`config.mk`:
```
export PLATFORM = sky130hd
export DESIGN_NAME = fft_frame_serializer_flat
export DESIGN_NICKNAME = d
export VERILOG_FILES = /design/src/rtl/fft_frame_serializer_if.sv /design/src/rtl/fft_frame_serializer.sv /design/src/flat_wrapper.sv
export SDC_FILE = /design/constraint.sdc
export NUM_CORES = 1
export LEC_CHECK = 0
export CAP_MARGIN = 15
export CORE_UTILIZATION = 35
export DETAILED_ROUTE_END_ITERATION = 6
export GPL_TIMING_DRIVEN = 0
export SETUP_SLACK_MARGIN = 0.4
export SLEW_MARGIN = 10
export SYNTH_ARGS = -nofsm -noshare
export SYNTH_HDL_FRONTEND = slang
export SYNTH_SLANG_ARGS = --single-unit
```
`constraint.sdc`:
```
create_clock -name clk_i -period 2.5 [get_ports clk_i]
set_input_delay 0.5 -clock clk_i [delete_from_list [all_inputs] [get_ports clk_i]]
set_output_delay 0.5 -clock clk_i [all_outputs]
set_load 0.01 [all_outputs]
```
`src/rtl/fft_frame_serializer_if.sv`:
```
// Frame-in / sample-out bundle for the FFT frame serializer.
// Frame side is fed by the FFT core; sample side is a valid/ready stream.
interface fft_frame_serializer_if #(
    parameter int DATA_W = 50,
    parameter int N      = 8,
    parameter int IDX_W  = $clog2(N)
);
    logic [N-1:0][DATA_W-1:0] frame_i;
    logic                     frame_valid_i;
    logic                     frame_ready_o;
    logic [DATA_W-1:0]        sample_o;
    logic                     sample_valid_o;
    logic                     sample_ready_i;
    logic [IDX_W-1:0]         sample_idx_o;
    logic                     sample_last_o;
    logic                     overrun_o;
    logic [7:0]               overrun_cnt_o;

    modport slave (
        input  frame_i,
        input  frame_valid_i,
        input  sample_ready_i,
        output frame_ready_o,
        output sample_o,
        output sample_valid_o,
        output sample_idx_o,
        output sample_last_o,
        output overrun_o,
        output overrun_cnt_o
    );

    modport master (
        output frame_i,
        output frame_valid_i,
        output sample_ready_i,
        input  frame_ready_o,
        input  sample_o,
        input  sample_valid_o,
        input  sample_idx_o,
        input  sample_last_o,
        input  overrun_o,
        input  overrun_cnt_o
    );
endinterface

```
`src/rtl/fft_frame_serializer.sv`:
```
// Ping-pong buffered serializer: N-lane FFT frames out as one sample per
// transfer, optionally bit-reversed into natural order; overflow drops frames.
module fft_frame_serializer #(
    parameter int DATA_W      = 50,
    parameter int N           = 8,
    parameter int BIT_REVERSE = 1
) (
    input  logic                  clk_i,
    input  logic                  rst_i,
    fft_frame_serializer_if.slave bus
);
    localparam int IDX_W = $clog2(N);

    typedef enum logic [1:0] {
        S_EMPTY = 2'd0,
        S_ONE   = 2'd1,
        S_FULL  = 2'd2
    } occ_e;

    typedef logic [N-1:0][DATA_W-1:0] frame_t;

    occ_e             state_q, state_d;
    logic             wr_ptr_q, wr_ptr_d;
    logic             rd_ptr_q, rd_ptr_d;
    logic [IDX_W-1:0] k_q, k_d;
    frame_t           buf_q [2];
    frame_t           buf_d [2];
    logic             overrun_q, overrun_d;
    logic [7:0]       ovr_cnt_q, ovr_cnt_d;

    logic             valid;
    logic             ready;
    logic             k_last;
    logic             cap;
    logic             drop;
    logic             xfer;
    logic             pop;
    logic [IDX_W-1:0] lane;

    function automatic logic [IDX_W-1:0] bitrev(input logic [IDX_W-1:0] v);
        logic [IDX_W-1:0] r;
        for (int i = 0; i < IDX_W; i++) begin
            r[i] = v[IDX_W-1-i];
        end
        return r;
    endfunction

    // Handshake qualifiers and read lane, all derived from registered state.
    always_comb begin
        valid  = (state_q != S_EMPTY);
        ready  = (state_q != S_FULL);
        k_last = (k_q == IDX_W'(N - 1));
        cap    = bus.frame_valid_i & ready;
        drop   = bus.frame_valid_i & ~ready;
        xfer   = valid & bus.sample_ready_i;
        pop    = xfer & k_last;
        lane   = (BIT_REVERSE != 0) ? bitrev(k_q) : k_q;
    end

    // Output port drive; no path from any input to any output.
    always_comb begin
        bus.frame_ready_o  = ready;
        bus.sample_valid_o = valid;
        bus.sample_o       = buf_q[rd_ptr_q][lane];
        bus.sample_idx_o   = k_q;
        bus.sample_last_o  = valid & k_last;
        bus.overrun_o      = overrun_q;
        bus.overrun_cnt_o  = ovr_cnt_q;
    end

    // Next-state: capture, stream position, occupancy and overrun tracking.
    always_comb begin
        state_d   = state_q;
        wr_ptr_d  = wr_ptr_q;
        rd_ptr_d  = rd_ptr_q;
        k_d       = k_q;
        buf_d     = buf_q;
        overrun_d = drop;
        ovr_cnt_d = ovr_cnt_q;

        if (cap) begin
            buf_d[wr_ptr_q] = bus.frame_i;
            wr_ptr_d        = ~wr_ptr_q;
        end

        if (xfer) begin
            if (k_last) begin
                k_d      = '0;
                rd_ptr_d = ~rd_ptr_q;
            end else begin
                k_d = k_q + 1'b1;
            end
        end

        unique case (state_q)
            S_EMPTY: begin
                if (cap) state_d = S_ONE;
            end
            S_ONE: begin
                if (cap && !pop) state_d = S_FULL;
                else if (pop && !cap) state_d = S_EMPTY;
            end
            S_FULL: begin
                if (pop) state_d = S_ONE;
            end
            default: state_d = S_EMPTY;
        endcase

        if (drop && ovr_cnt_q != 8'hFF) begin
            ovr_cnt_d = ovr_cnt_q + 8'd1;
        end
    end

    // Occupancy FSM and datapath registers; reset discards all buffered data.
    always_ff @(posedge clk_i or negedge rst_i) begin
        if (!rst_i) begin
            state_q   <= S_EMPTY;
            wr_ptr_q  <= 1'b0;
            rd_ptr_q  <= 1'b0;
            k_q       <= '0;
            buf_q[0]  <= '0;
            buf_q[1]  <= '0;
            overrun_q <= 1'b0;
            ovr_cnt_q <= 8'd0;
        end else begin
            state_q   <= state_d;
            wr_ptr_q  <= wr_ptr_d;
            rd_ptr_q  <= rd_ptr_d;
            k_q       <= k_d;
            buf_q[0]  <= buf_d[0];
            buf_q[1]  <= buf_d[1];
            overrun_q <= overrun_d;
            ovr_cnt_q <= ovr_cnt_d;
        end
    end
endmodule

```
`src/flat_wrapper.sv`:
```
// flat-port wrapper written by rule: the top's interface ports become plain ports
module fft_frame_serializer_flat 
#(
    parameter int DATA_W      = 50,
    parameter int N           = 8,
    parameter int BIT_REVERSE = 1
)
  (clk_i, rst_i, bus_frame_i, bus_frame_valid_i, bus_sample_ready_i, bus_frame_ready_o, bus_sample_o, bus_sample_valid_o, bus_sample_idx_o, bus_sample_last_o, bus_overrun_o, bus_overrun_cnt_o);
  fft_frame_serializer_if #(.DATA_W(DATA_W), .N(N)) bus_i ();
  input  logic clk_i;
  input  logic rst_i;
  input wire logic [$bits(bus_i.frame_i)-1:0] bus_frame_i;
  input wire logic [$bits(bus_i.frame_valid_i)-1:0] bus_frame_valid_i;
  input wire logic [$bits(bus_i.sample_ready_i)-1:0] bus_sample_ready_i;
  output wire logic [$bits(bus_i.frame_ready_o)-1:0] bus_frame_ready_o;
  output wire logic [$bits(bus_i.sample_o)-1:0] bus_sample_o;
  output wire logic [$bits(bus_i.sample_valid_o)-1:0] bus_sample_valid_o;
  output wire logic [$bits(bus_i.sample_idx_o)-1:0] bus_sample_idx_o;
  output wire logic [$bits(bus_i.sample_last_o)-1:0] bus_sample_last_o;
  output wire logic [$bits(bus_i.overrun_o)-1:0] bus_overrun_o;
  output wire logic [$bits(bus_i.overrun_cnt_o)-1:0] bus_overrun_cnt_o;
  assign bus_i.frame_i = bus_frame_i;
  assign bus_i.frame_valid_i = bus_frame_valid_i;
  assign bus_i.sample_ready_i = bus_sample_ready_i;
  assign bus_frame_ready_o = bus_i.frame_ready_o;
  assign bus_sample_o = bus_i.sample_o;
  assign bus_sample_valid_o = bus_i.sample_valid_o;
  assign bus_sample_idx_o = bus_i.sample_idx_o;
  assign bus_sample_last_o = bus_i.sample_last_o;
  assign bus_overrun_o = bus_i.overrun_o;
  assign bus_overrun_cnt_o = bus_i.overrun_cnt_o;
  fft_frame_serializer #(.DATA_W(DATA_W), .N(N), .BIT_REVERSE(BIT_REVERSE)) u_core (.clk_i(clk_i), .rst_i(rst_i), .bus(bus_i));
endmodule
```
# Word-level counts from Yosys, hierarchy flattened
# Cells that the tools add are included.
totals:
  n_memories: 0
  wordCells: 70
  ram_bits: 0
  reg_bits: 816
  out_inout_bits: 65
  inputBits: 404
  mem_bits_ro: 0
  latchBits: 0
classes:
  reduce_logical: 10
  n_div: 0
  eq_ne: 8
  addsub: 2
  mul: 0
  muxes: 14
  bitwise_logic: 10
  shift: 0
  n_lt_le_gt_ge: 4
ops:
  columns: ["cell", "count"]
  rows:
  - ["two-way mux 400 bit", 4]
  - ["bitwise mux 800 bit", 1]
  - ["demux 400 bit (select 1 bit)", 1]
  - ["binary-select mux 50 bit (select 3 bit)", 1]
  - ["two-way mux 50 bit", 1]
  - ["adder 8 x 1 -> 8 bit (second input constant)", 1]
  - ["two-way mux 2 bit", 4]
  - ["!= test 8 bit (second input constant)", 1]
  - ["one-hot mux 2 bit (3 select lines)", 1]
  - ["bitwise AND 1 bit", 5]
  - ["greater-or-equal comparator 2 bit (second input constant)", 2]
  - ["logical AND 1 bit", 4]
  - ["< comparator 3 x 4 -> 1 bit (second input constant)", 1]
  - ["!= test 2 x 1 -> 1 bit (second input constant)", 2]
  - ["NOT 1 -> 2 bit", 2]
  - ["adder 3 x 1 -> 3 bit (second input constant)", 1]
  - ["== test 3 bit (second input constant)", 1]
  - ["two-way mux 3 bit", 1]
  - ["!= test 3 x 1 -> 1 bit (second input constant)", 1]
  - ["NOT 1 bit", 3]
  - ["AND reduction 3 bit", 1]
  - ["== test 2 x 1 -> 1 bit (second input constant)", 1]
  - ["== test 2 bit (second input constant)", 1]
  - ["logical NOT 1 bit", 2]
  - ["5 further kinds", 5]

# Logic depth before layout (Yosys ltp)
# Gate-level depths: netlist of run 1.
logic_depth:
  ltp_word: 7
  depth_mapped: 6
  mapped_depth_nobuf: 5

# Worst setup path after synthesis of run 1
# No wires, ideal clock.
synth_timing:
  path_kind: "register -> output"
  startpoint: "reg u_core.rd_ptr_q"
  endpoint: "out bus_sample_o[0]"
  required_time_ps: 2000
  path_slack_ps: 379
  arrival_time_ps: 1621
  path_stages_with_launch: 7
  path_cell_list: "dfrtp_1 -> clkbuf_1 -> buf_4 -> buf_2 -> mux4_2 -> a22oi_1 -> nand2_1"
synth_between:
  elab_chain_len: 6
synth_rtl:
  columns: ["element", "line", "source"]
  rows:
  - ["start, declared", "fft_frame_serializer.sv:24", "logic rd_ptr_q, rd_ptr_d;"]
  - ["start signal, assigned", "fft_frame_serializer.sv:128", "rd_ptr_q <= rd_ptr_d;"]
  - ["NOT 1 -> 2 bit (implied by the code)", "fft_frame_serializer.sv:64", "bus.sample_o = buf_q[rd_ptr_q][lane];"]
  - ["two-way mux 400 bit (implied by the code) (3 in a row)", "fft_frame_serializer.sv:64", null]
  - ["binary-select mux 50 bit (select 3 bit)", "fft_frame_serializer.sv:64", null]
  - ["two-way mux 50 bit (implied by the code)", "fft_frame_serializer.sv:64", null]
  - ["end, declared", "flat_wrapper.sv:16", "output wire logic [$bits(bus_i.sample_o)-1:0] bus_sample_o;"]
# Every way passes these cells. The select of a mux whose other input is x is not followed.

# Final worst setup path of run 1
layout_timing:
  startpoint: "reg u_core.rd_ptr_q"
  endpoint: "out bus_sample_o[23]"
# The elaborated chain is that of the path after synthesis.

==> summary.txt, run 1 <==
net switching power: 24,500 uW
post-synthesis sequential area ratio: 55.8%
global-route usage over all layers: 22.8%
parity-gate share of the synthesized area counting xor and xnor cells: 0.0957%
number of vias after detailed routing: 23,300
clock root cell: sky130_fd_sc_hd__clkbuf_16
setup TNS after final layout: -31,940 ps
Crit Path Category: reg -> out
number of DRC markers after the initial detailed-route iteration: 1,251
clock latency of the later-clocked register in the worst-skew pair: 660 ps
type of origin of the critical path: flip-flop
clock transition at the registers of the reported paths: 60 ps
share of Yosys cell area claimed by the top area cell type: 55.8%
vias in the first global route: 26,000
number of CTS-inserted buffers: 94
synthesized net count: 2,590
post-layout utilization of the core: 49.6%
achievable frequency: 311 MHz
netlist area before placement: 0.0366 mm2
global placer's final weighted congestion: 0.811
Tightest Hold Check Type: in -> async
H-Tree Depth: 3
relative max-transition margin: 56.3%
number of DRC violations after detailed routing: 0
portion of total power attributed to combinational logic: 49.0%
dominant combinational cell family by area after synthesis: multiplexers
minimum setup slack among reg-to-reg paths: 260 ps
area added between synthesis and finish: 40.5%
count of nets after finishing: 3,313
compound-cell area share of the yosys netlist: 2.26%
register bit total from synthesis: 816
kind of cell adding the most delay to the critical path: buffers and inverters
total power per unit cell area: 1460 mW/mm2
number of filler cells placed in the layout: 8,706
maximum buffer depth of the clock tree: 3
clock tree from TritonCTS: built
cell with the largest stage delay on the worst path: sky130_fd_sc_hd__mux4_2
portion of netlist area occupied by mux cells: 37.1%
Period Utilization, post-route: 129%
Crit Reg-Reg Endpoint: u_core.buf_q[667]
Synth warnings: 0
number of enable-type register cells in the synthesized netlist: 0
largest area contributor in the netlist: sky130_fd_sc_hd__dfrtp_1
post-route minimum period: 3220 ps
sum of buffers and inverters on the critical path: 6
fraction of synthesis flops using an asynchronous set or reset pin: 100%
crit-path most repeated cell: sky130_fd_sc_hd__buf_12
Reg2Reg Launch Point: u_core.state_q[1]
average cell area after synthesis: 16.8 um2
# setup viols final: 50
proportion of layout cells with a drive suffix above 1: 54.4%
reported max-cap violation count: 0
unrepaired setup endpoints after global routing: true
number of routed nets with antenna violations: 0
sinks on the clock net: 816
Synth area leaders: sky130_fd_sc_hd__dfrtp_1 56%, sky130_fd_sc_hd__mux2_2 25%, sky130_fd_sc_hd__mux4_2 12%
net switching share of the total power: 32.7%
Setup crit end kind: output port
# IOs: 469
Worst Hold Margin: -183 ps
area of the placeable core: 0.104 mm2
violations in the final reports: negative hold slack, negative setup slack
synthesized netlist cell count: 2,183
arrival time of data at the critical path endpoint: 2720 ps
die height: 325 um
setup slack after placement: -1100 ps
Worst Skew: 14.8 ps
PnR worst setup slack: -717 ps
first-pass GRT wire length: 176,000 um
Register-to-Register Path Depth: 9
final hold violations: 99
count of distinct cell types in the synthesized netlist: 34
Worst Path Max Fanout: 8
leakage power summed over all cells: 0.0216 uW
buffers added on ports: 468
total routed wirelength: 130,000 um
area fraction in and, or, nand and nor cells after synthesis: 1.06%
average wire per cell in the routed design: 29.5 um
area enclosed by the die boundary: 0.106 mm2
total gr overflow: 0
Avg Vias per Cell: 5.32
antenna violations before repair: 47
die extent in x: 325 um
worst stage delay on the critical path: 500 ps
total number of placement rows: 118
portion of total power attributed to sequential cells: 31.6%
Final Slew Violations: 0
slew at the pin closest to its max-slew limit: 656 ps
Required @ worst endpoint: 2000 ps
IR drop worst, VDD: 0.000596 V
worst path cell trace: buf_8, buf_16, buf_12, buf_12, buf_6, mux4_2, a22oi_2, nand2_1, buf_2
Cell Int Power: 50,500 uW
Power Total: 75,000 uW
status: complete, but fails checks
primary flip-flop cell chosen by synthesis mapping: sky130_fd_sc_hd__dfrtp_1
HPWL after detailed placement: 85,900 um
Starting Density: 35.3%
Post-Synth Adder-Cell Area: 0.103%
pin count of the biggest net entering global routing: 121
Initial DRT Pass Iterations: 5
share of total power in the clock network: 19.4%
-- power groups by stage --
stage                     sequential, uW  combinational, uW  clock, uW
after detailed placement           23600              29000          0
final                              23700              36800      14600
after CTS                          23400              32400      14800
after global routing               24400              38600      15300
after global placement             23200              28200          0
after floorplan                    22300              19200          0
-- metrics by stage --
| step | area [um2] | std cells |
|---|---|---|
| floorplan | 36600 | 2183 |
| global placement | 43000 | 4031 |
| detailed placement | 43200 | 4038 |
| CTS | 48500 | 4284 |
| global route | 51400 | 4383 |
| finish | 51400 | 4387 |
-- placed cells by master (no fill, tap or decap), types with 29 or more instances in the layout --
master                            count
sky130_fd_sc_hd__dfrtp_1            809
sky130_fd_sc_hd__mux2_2             492
sky130_fd_sc_hd__clkdlybuf4s50_1    403
sky130_fd_sc_hd__mux2_4             313
sky130_fd_sc_hd__mux4_2             200
sky130_fd_sc_hd__clkbuf_16          139
sky130_fd_sc_hd__buf_6               96
sky130_fd_sc_hd__buf_12              79
sky130_fd_sc_hd__a22oi_2             78
sky130_fd_sc_hd__buf_4               54
sky130_fd_sc_hd__nand2_1             50
sky130_fd_sc_hd__buf_2               39
sky130_fd_sc_hd__diode_2             30
sky130_fd_sc_hd__clkbuf_8            29
-- cell usage after synthesis (2+ instances only) --
| library cell | count |
|---|---|
| sky130_fd_sc_hd__a21oi_1 | 5 |
| sky130_fd_sc_hd__a22oi_1 | 100 |
| sky130_fd_sc_hd__a31oi_1 | 2 |
| sky130_fd_sc_hd__and2_1 | 3 |
| sky130_fd_sc_hd__and3_1 | 2 |
| sky130_fd_sc_hd__buf_1 | 19 |
| sky130_fd_sc_hd__buf_2 | 6 |
| sky130_fd_sc_hd__buf_4 | 23 |
| sky130_fd_sc_hd__buf_6 | 84 |
| sky130_fd_sc_hd__clkbuf_1 | 25 |
| sky130_fd_sc_hd__dfrtp_1 | 816 |
| sky130_fd_sc_hd__ha_1 | 3 |
| sky130_fd_sc_hd__mux2_2 | 805 |
| sky130_fd_sc_hd__mux4_2 | 200 |
| sky130_fd_sc_hd__nand2_1 | 55 |
| sky130_fd_sc_hd__nand2b_1 | 2 |
| sky130_fd_sc_hd__nand3_1 | 6 |
| sky130_fd_sc_hd__nand4_1 | 3 |
| sky130_fd_sc_hd__nor2b_1 | 4 |
| sky130_fd_sc_hd__o21ai_0 | 3 |
| sky130_fd_sc_hd__xnor2_1 | 4 |
-- sequential cells by signal, summed over array words and instances (netlist names) --
signal / count
u_core.buf_q: 800
u_core.bus.overrun_cnt_o: 8
u_core.bus.overrun_o: 1
u_core.bus.sample_idx_o: 3
u_core.rd_ptr_q: 1
u_core.state_q: 2
u_core.wr_ptr_q: 1
-- how the worst max path moves through the flow --
stage               slack (ps)                  startpoint                end  cells past startpoint
floorplan                  410  u_core.bus.sample_idx_o[2]   bus_sample_o[10]                      5
global placement        -33850                       rst_i  u_core.buf_q[188]                      1
detailed placement       -1100  u_core.bus.sample_idx_o[2]   bus_sample_o[29]                      6
CTS                       -780             u_core.rd_ptr_q    bus_sample_o[0]                      8
global route              -810             u_core.rd_ptr_q    bus_sample_o[9]                      9
finish                    -720             u_core.rd_ptr_q   bus_sample_o[23]                      9
-- worst register-to-register path: cells and delay by family, from the launching register on --
kind / cells / cell delay, ps
flops: 1 / 440
buf+inv: 6 / 960
simple gates: 2 / 400
mux: 1 / 330
-- final cells by class --
class | count | area, um2 | share of cell area [%]
flip-flops and latches | 816 | 20400 | 39.7
diodes | 30 | 75.1 | 0.146
inverters | 1 | 3.75 | 0.00730
repair buffers | 627 | 7270 | 14.1
multi-input cells | 1209 | 16500 | 32.1
clock inverters | 24 | 402 | 0.781
well taps | 1380 | 1730 | 3.36
plain buffers | 157 | 2170 | 4.22
clock buffers | 143 | 2870 | 5.58
-- routing by layer --
metal	share of wire [%]	vias to the layer above	global-route usage (%)
met1	41	12700	28.1
met2	50	598	38.8
met5	0.17	-	0
met3	4.7	242	5.09
li1	-	9755	-
met4	3.4	36	9.11
-- kinds of logic after synthesis --
logic type      after synthesis
simple gates                 83
fa+ha+maj                     3
xor+xnor                      4
buf+inv                     158
mux                        1006
compound gates              113
flops                       816
-- timing repair --
item                                    CTS  global route
hold endpoints to repair                 99            99
endpoints found under the setup margin  287          1106
gates resized for setup                 579           402
cloned                                   11            45
pin swaps                                85            26
buffers inserted                         68            28
(Power assumes the default switching activity.)
==> run 2: changes to the inputs <==
--- a/config.mk
+++ b/config.mk
@@ -6,11 +6,12 @@
 export NUM_CORES = 1
 export LEC_CHECK = 0
 export CAP_MARGIN = 15
-export CORE_UTILIZATION = 35
+export CORE_UTILIZATION = 50
 export DETAILED_ROUTE_END_ITERATION = 6
 export GPL_TIMING_DRIVEN = 0
+export PLACE_DENSITY = 0.73
 export SETUP_SLACK_MARGIN = 0.4
-export SLEW_MARGIN = 10
+export SLEW_MARGIN = 30
 export SYNTH_ARGS = -nofsm -noshare
 export SYNTH_HDL_FRONTEND = slang
 export SYNTH_SLANG_ARGS = --single-unit
==> run 2 against run 1 <==
  * The run still ends with negative hold slack, negative setup slack left
  * Die area fell by 30%
  * Non-clock buffer count fell by 93
  * Clock-buffer cell count fell by 6
  * Via count fell by 3.3%
  * Clock power fell by 11%
  * Critical path type unchanged
  * Largest cell class unchanged
==> summary.txt, run 2 (same netlist as run 1, synthesis figures left out) <==
top register by number of flip-flops: u_core.buf_q
arrival time of data at the critical path endpoint: 2710 ps (about the same)
number of vias after detailed routing: 22,600 (-3.3%)
total routed wirelength: 108,000 um (-17%)
vias in the first global route: 25,200 (-2.9%)
count of nets after finishing: 3,214 (-3.0%)
clock root cell: sky130_fd_sc_hd__clkbuf_16
Avg Vias per Cell: 5.87 (+10%)
global routing's busiest layer: met2
type of origin of the critical path: flip-flop
Final Slew Violations: 0 (unchanged)
leakage power summed over all cells: 0.0194 uW (-11%)
buffers added on ports: 468 (unchanged)
Initial DRT Pass Iterations: 5 (unchanged)
maximum buffer depth of the clock tree: 3 (unchanged)
cell with the largest stage delay on the worst path: sky130_fd_sc_hd__mux4_2
Setup crit end kind: output port
kind of cell adding the most delay to the critical path: buffers and inverters
M2 GR Usage: 49.4% (+11 points)
worst path cell trace: buf_8, buf_6, buf_12, buf_12, buf_12, buf_12, mux4_2, a22oi_2, nand2_1, buf_2
instance count after placement with tap cells included: 3,607 (-11%)
top library cells by usage in the layout, fill and taps aside: 811 x sky130_fd_sc_hd__dfrtp_1, 805 x sky130_fd_sc_hd__mux2_2, 406 x sky130_fd_sc_hd__clkdlybuf4s50_1
unrepaired setup endpoints after global routing: true
proportion of layout cells with a drive suffix above 1: 52.6% (-1.8 points)
global-route usage over all layers: 29.4% (+6.6 points)
most frequent standard cell in the layout excluding fill and tap cells: sky130_fd_sc_hd__dfrtp_1
number of DRC violations after detailed routing: 0 (unchanged)
H-Tree Depth: 3 (unchanged)
final hold violations: 91 (-8.1%)
worst stage delay on the critical path: 430 ps (-70 ps)
setup slack after placement: -1030 ps (+69.4 ps)
reported max-cap violation count: 0 (unchanged)
Starting Density: 50.9% (+16 points)
Worst Skew: 16.2 ps (+1.39 ps)
Crit Path Category: reg -> out
area of the placeable core: 0.0720 mm2 (-31%)
Register-to-Register Path Depth: 6 (-3)
relative max-transition margin: 48.8% (-7.5 points)
HPWL after detailed placement: 76,100 um (-11%)
Worst Hold Margin: -230 ps (-46.8 ps)
pin count of the biggest net entering global routing: 141 (+17%)
number of CTS-inserted buffers: 88 (-6.4%)
crit-path most repeated cell: sky130_fd_sc_hd__buf_12
Period Utilization, post-route: 128% (-0.33 points)
status: complete, but fails checks
clock latency of the later-clocked register in the worst-skew pair: 630 ps (-30 ps)
Tightest Hold Check Type: in -> async
area added between synthesis and finish: 28.7%
number of DRC markers after the initial detailed-route iteration: 1,443 (+15%)
achievable frequency: 312 MHz (+0.25%)
die extent in x: 273 um (-16%)
total gr overflow: 0 (unchanged)
sum of buffers and inverters on the critical path: 7 (+1)
clock tree from TritonCTS: built
number of standard cells in the layout, taps in and fillers out: 3,846 (-12%)
post-route minimum period: 3210 ps (-8.18 ps)
total number of placement rows: 98 (-17%)
PnR worst setup slack: -709 ps (+8.18 ps)
Power Total: 67,000 uW (-11%)
clock transition at the registers of the reported paths: 60 ps (about the same)
slew at the pin closest to its max-slew limit: 769 ps (+112 ps)
# IOs: 469 (unchanged)
violations in the final reports: negative hold slack, negative setup slack
first-pass GRT wire length: 160,000 um (-8.9%)
number of routed nets with antenna violations: 0 (unchanged)
die height: 273 um (-16%)
GR met3 Demand/Resource: 6.58% (+1.5 points)
# setup viols final: 50 (unchanged)
total power per unit cell area: 1420 mW/mm2 (-2.5%)
global placer's final weighted congestion: 0.828 (+2.1%)
flip-flop count of the largest register after layout: 800 (unchanged)
Worst Path Max Fanout: 5 (-3)
average wire per cell in the routed design: 28.0 um (-5.1%)
sinks on the clock net: 816 (unchanged)
antenna violations before repair: 43 (-8.5%)
area enclosed by the die boundary: 0.0743 mm2 (-30%)
global-route track usage on met1: 37.5% (+9.4 points)
Required @ worst endpoint: 2000 ps (about the same)
Critical Path Stages: 10 (+1)
IR drop worst, VDD: 0.000767 V (+29%)
[run 2: cell count changes in the layout (fill, tap and decap cells not counted), sizes merged, moves of 2 or more]
cell           change
clkdlybuf4s50      +3
clkbuf            -44
dlygate4sd2        -3
buf               -54
diode              -8
clkinvlp           +2
bufinv             -7
[run 2: cell type report]
cell class | instances | area (um2)
diodes | 22 | 55.1
plain buffers | 157 | 1730
clock buffers | 137 | 2660
clock inverters | 20 | 226
fillers | 4978 | 24900
inverters | 1 | 3.75
multi-input cells | 1209 | 15300
flip-flops and latches | 816 | 20400
well taps | 950 | 1190
repair buffers | 534 | 5500
[run 2: metal layers]
layer  wire length (um)  share of wire, %
met1              43200                40
met2              54900                51
met3               6150               5.7
met4               3210               3.0
met5                284              0.26
[run 2: report_power, final]
group / internal, uW / switching [uW] / leakage (uW)
Combinational: 17300 / 13200 / 0.00834
Sequential: 20000 / 3460 / 0.00960
Clock: 7700 / 5280 / 0.00141
Total: 45000 / 22000 / 0.0194
[run 2: worst reg2reg max path, cell delays in order (launching register included)]
cell and delay, ps:
sky130_fd_sc_hd__dfrtp_1 390, sky130_fd_sc_hd__buf_4 160, sky130_fd_sc_hd__nor2b_4 140, sky130_fd_sc_hd__nor3b_4 300, sky130_fd_sc_hd__buf_6 310, sky130_fd_sc_hd__buf_6 270
sky130_fd_sc_hd__mux2_2 380
[run 2: stage by stage]
stage	util, %	TNS, ps	instance area (um2)
final	65.5	-30780	47100
after detailed placement	59.3	-64590	42700
after floorplan	-	0	36600
after global placement	59.0	-	42500
after global routing	65.4	-33920	47100
after CTS	64.7	-31960	46600
[run 2: what timing repair did]
item,in CTS,in global routing
buffers inserted,27,23
pin swaps,40,29
gates cloned,8,2
hold endpoints to repair,91,91
setup endpoints to repair,64,278
gates resized for setup,443,47
[run 2: final timing paths]
kind                       slack [ps]              start           endpoint
min in group clk_i                500  u_core.buf_q[460]  u_core.buf_q[460]
max                              -710    u_core.rd_ptr_q   bus_sample_o[25]
min reg2reg                       500  u_core.buf_q[460]  u_core.buf_q[460]
max reg2reg                       450  u_core.state_q[1]  u_core.buf_q[689]
max in group asynchronous         820              rst_i  u_core.buf_q[761]
min                              -230              rst_i  u_core.buf_q[141]
==> run 3: changes to the inputs <==
--- a/config.mk
+++ b/config.mk
@@ -6,6 +6,7 @@
 export NUM_CORES = 1
 export LEC_CHECK = 0
 export CAP_MARGIN = 15
+export CORE_MARGIN = 2
 export CORE_UTILIZATION = 50
 export DETAILED_ROUTE_END_ITERATION = 6
 export GPL_TIMING_DRIVEN = 0
==> run 3 against run 2 <==
  * The flow still finishes with violations (negative hold slack, negative setup slack)
  * Sequential cell count did not move
  * Clock skew rose by 1.6 ps
  * Routed wire length rose by 0.81%
  * Cell area fell by 0.21%
  * Total power fell by 0.82%
  * Clock-buffer cell count rose by 4
  * Register-to-register slack barely moved
  * Global-route usage fell by 0.56 points
  * Combinational power fell by 1%
  * Clock power barely moved
  * Non-clock buffer count fell by 6
  * First-iteration DRC count fell by 5.3%
  * Critical path type unchanged
  * Critical endpoint is now bus_sample_o[45]
  * Largest cell class unchanged
  * Highest routed layer unchanged
==> summary.txt, run 3 (same netlist as run 1, synthesis figures left out) <==
achievable frequency: 321 MHz (+2.9%)
Starting Density: 50.3% (-0.51 points)
global-route usage over all layers: 28.9% (-0.56 points)
Final Slew Violations: 0 (unchanged)
vias in the first global route: 25,300 (+0.22%)
number of DRC markers after the initial detailed-route iteration: 1,367 (-5.3%)
die extent in x: 275 um (+0.73%)
area enclosed by the die boundary: 0.0754 mm2 (+1.5%)
portion of total power attributed to sequential cells: 35.4% (+0.3 points)
number of DRC violations after detailed routing: 0 (unchanged)
net switching share of the total power: 32.9% (+0.13 points)
share of total power in the clock network: 19.2% (-0.2 points)
number of CTS-inserted buffers: 87 (-1.1%)
kind of cell adding the most delay to the critical path: buffers and inverters
clock transition at the registers of the reported paths: 60 ps (about the same)
post-route minimum period: 3120 ps (-90.5 ps)
H-Tree Depth: 3 (unchanged)
proportion of layout cells with a drive suffix above 1: 51.9% (-0.69 points)
Setup crit end kind: output port
worst path cell trace: buf_8, buf_12, buf_16, buf_12, buf_16, mux4_2, a22oi_1, nand2_1, buf_2
area of the placeable core: 0.0727 mm2 (+1.0%)
status: complete, but fails checks
Avg Vias per Cell: 5.89 (+0.51%)
unrepaired setup endpoints after global routing: true
portion of total power attributed to combinational logic: 45.4% (about the same)
Crit Reg-Reg Endpoint: u_core.buf_q[245]
sinks on the clock net: 816 (unchanged)
total power per unit cell area: 1410 mW/mm2 (-0.62%)
antenna violations before repair: 50 (+16%)
total number of placement rows: 99 (+1.0%)
net switching power: 21,900 uW (-0.43%)
Register-to-Register Path Depth: 7 (+1)
type of origin of the critical path: flip-flop
post-layout utilization of the core: 64.7% (-0.80 points)
flip-flop count of the largest register after layout: 800 (unchanged)
HPWL after detailed placement: 76,800 um (+0.87%)
top library cells by usage in the layout, fill and taps aside: 812 x sky130_fd_sc_hd__dfrtp_1, 805 x sky130_fd_sc_hd__mux2_2, 407 x sky130_fd_sc_hd__clkdlybuf4s50_1
reported max-cap violation count: 0 (unchanged)
top register by number of flip-flops: u_core.buf_q
maximum buffer depth of the clock tree: 3 (unchanged)
area added between synthesis and finish: 28.5%
Period Utilization, post-route: 125% (-3.6 points)
leakage power summed over all cells: 0.0193 uW (-0.12%)
Crit Path Category: reg -> out
Worst Path Max Fanout: 8 (+3)
total routed wirelength: 109,000 um (+0.81%)
die height: 275 um (+0.73%)
Critical Path Stages: 9 (-1)
minimum setup slack among reg-to-reg paths: 440 ps (about the same)
number of vias after detailed routing: 22,800 (+1.0%)
relative max-transition margin: 52.8% (+4.0 points)
most frequent standard cell in the layout excluding fill and tap cells: sky130_fd_sc_hd__dfrtp_1
# IOs: 469 (unchanged)
violations in the final reports: negative hold slack, negative setup slack
number of standard cells in the layout, taps in and fillers out: 3,865 (+0.49%)
dpl cell area: 0.0427 mm2 (about the same)
count of nets after finishing: 3,207 (-0.22%)
Worst Hold Margin: -10.1 ps (+219 ps)
slew at the pin closest to its max-slew limit: 708 ps (-60.2 ps)
clock tree from TritonCTS: built
IR drop worst, VDD: 0.000742 V (-3.2%)
cell with the largest stage delay on the worst path: sky130_fd_sc_hd__mux4_2
Initial DRT Pass Iterations: 5 (unchanged)
Worst Skew: 17.9 ps (+1.64 ps)
area of all placed cells without fillers: 0.0470 mm2 (-0.21%)
arrival time of data at the critical path endpoint: 2620 ps (-90 ps)
global placer's final weighted congestion: 0.838 (+1.3%)
first-pass GRT wire length: 160,000 um (-0.34%)
# setup viols final: 50 (unchanged)
clock latency of the later-clocked register in the worst-skew pair: 640 ps (about the same)
Cell Int Power: 44,600 uW (-1.0%)
buffers added on ports: 468 (unchanged)
pin count of the biggest net entering global routing: 137 (-2.8%)
PnR worst setup slack: -618 ps (+90.5 ps)
clock root cell: sky130_fd_sc_hd__clkbuf_16
average wire per cell in the routed design: 28.1 um (+0.31%)
worst stage delay on the critical path: 520 ps (+90 ps)
sum of buffers and inverters on the critical path: 6 (-1)
total gr overflow: 0 (unchanged)
final hold violations: 15 (-84%)
Tightest Hold Check Type: in -> async
Reg2Reg Launch Point: u_core.state_q[0]
number of routed nets with antenna violations: 0 (unchanged)
Required @ worst endpoint: 2000 ps (about the same)
setup slack after placement: -1000 ps (+25.7 ps)
instance count after placement with tap cells included: 3,617 (+0.28%)
[run 3: how the worst max path moves through the flow]
stage	start	end
2_1_floorplan	u_core.bus.sample_idx_o[2]	bus_sample_o[10]
3_3_place_gp	rst_i	u_core.buf_q[141]
3_5_place_dp	u_core.bus.sample_idx_o[2]	bus_sample_o[25]
4_1_cts	u_core.rd_ptr_q	bus_sample_o[15]
5_1_grt	u_core.rd_ptr_q	bus_sample_o[9]
6_report	u_core.rd_ptr_q	bus_sample_o[45]
[run 3: power groups by stage]
| stage | Combinational, uW | Sequential, uW | Clock, uW |
|---|---|---|---|
| after floorplan | 19200 | 22300 | 0 |
| after global placement | 27300 | 23200 | 0 |
| after detailed placement | 28100 | 23600 | 0 |
| after CTS | 29800 | 23400 | 13000 |
| after global routing | 31700 | 24200 | 13500 |
| final | 30100 | 23500 | 12800 |
[run 3: final cells by class]
type	instances	area, um2
Inverter	1	3.75
Fill cell	5125	25700
Multi-Input combinational cell	1209	15300
Tap cell	959	1200
Sequential cell	816	20400
Timing Repair Buffer	528	5470
Buffer	157	1740
Clock inverter	20	143
Antenna cell	34	85.1
Clock buffer	141	2700
[run 3: worst register-to-register path, stage by stage, from the launching register on]
cell	delay [ps]
sky130_fd_sc_hd__dfrtp_2	410
sky130_fd_sc_hd__buf_6	130
sky130_fd_sc_hd__nor2b_4	170
sky130_fd_sc_hd__inv_2	70
sky130_fd_sc_hd__nand3_1	180
sky130_fd_sc_hd__buf_6	310
sky130_fd_sc_hd__buf_6	280
sky130_fd_sc_hd__mux2_2	380
[run 3: stage by stage]
stage,TNS (ps),power [uW]
global route,-31830,69500
CTS,-29680,66200
global placement,-,50500
detailed placement,-47510,51700
finish,-27970,66400
floorplan,0,41500
[run 3: layer usage]
layer  routed length, um  global-route usage [%]  up-vias
met3                6460                    6.76      242
met1               43200                    36.4    12300
met5                 230                       0        -
li1                    -                       -     9531
met4                4040                    12.1       34
met2               54700                    48.2      712
[run 3: timing repair]
action	CTS	global route
buffers inserted	26	12
hold endpoints to repair	114	75
resized for setup	455	19
hold buffers	1	1
endpoints found under the setup margin	75	334
pin swaps	35	24
gates cloned	8	6
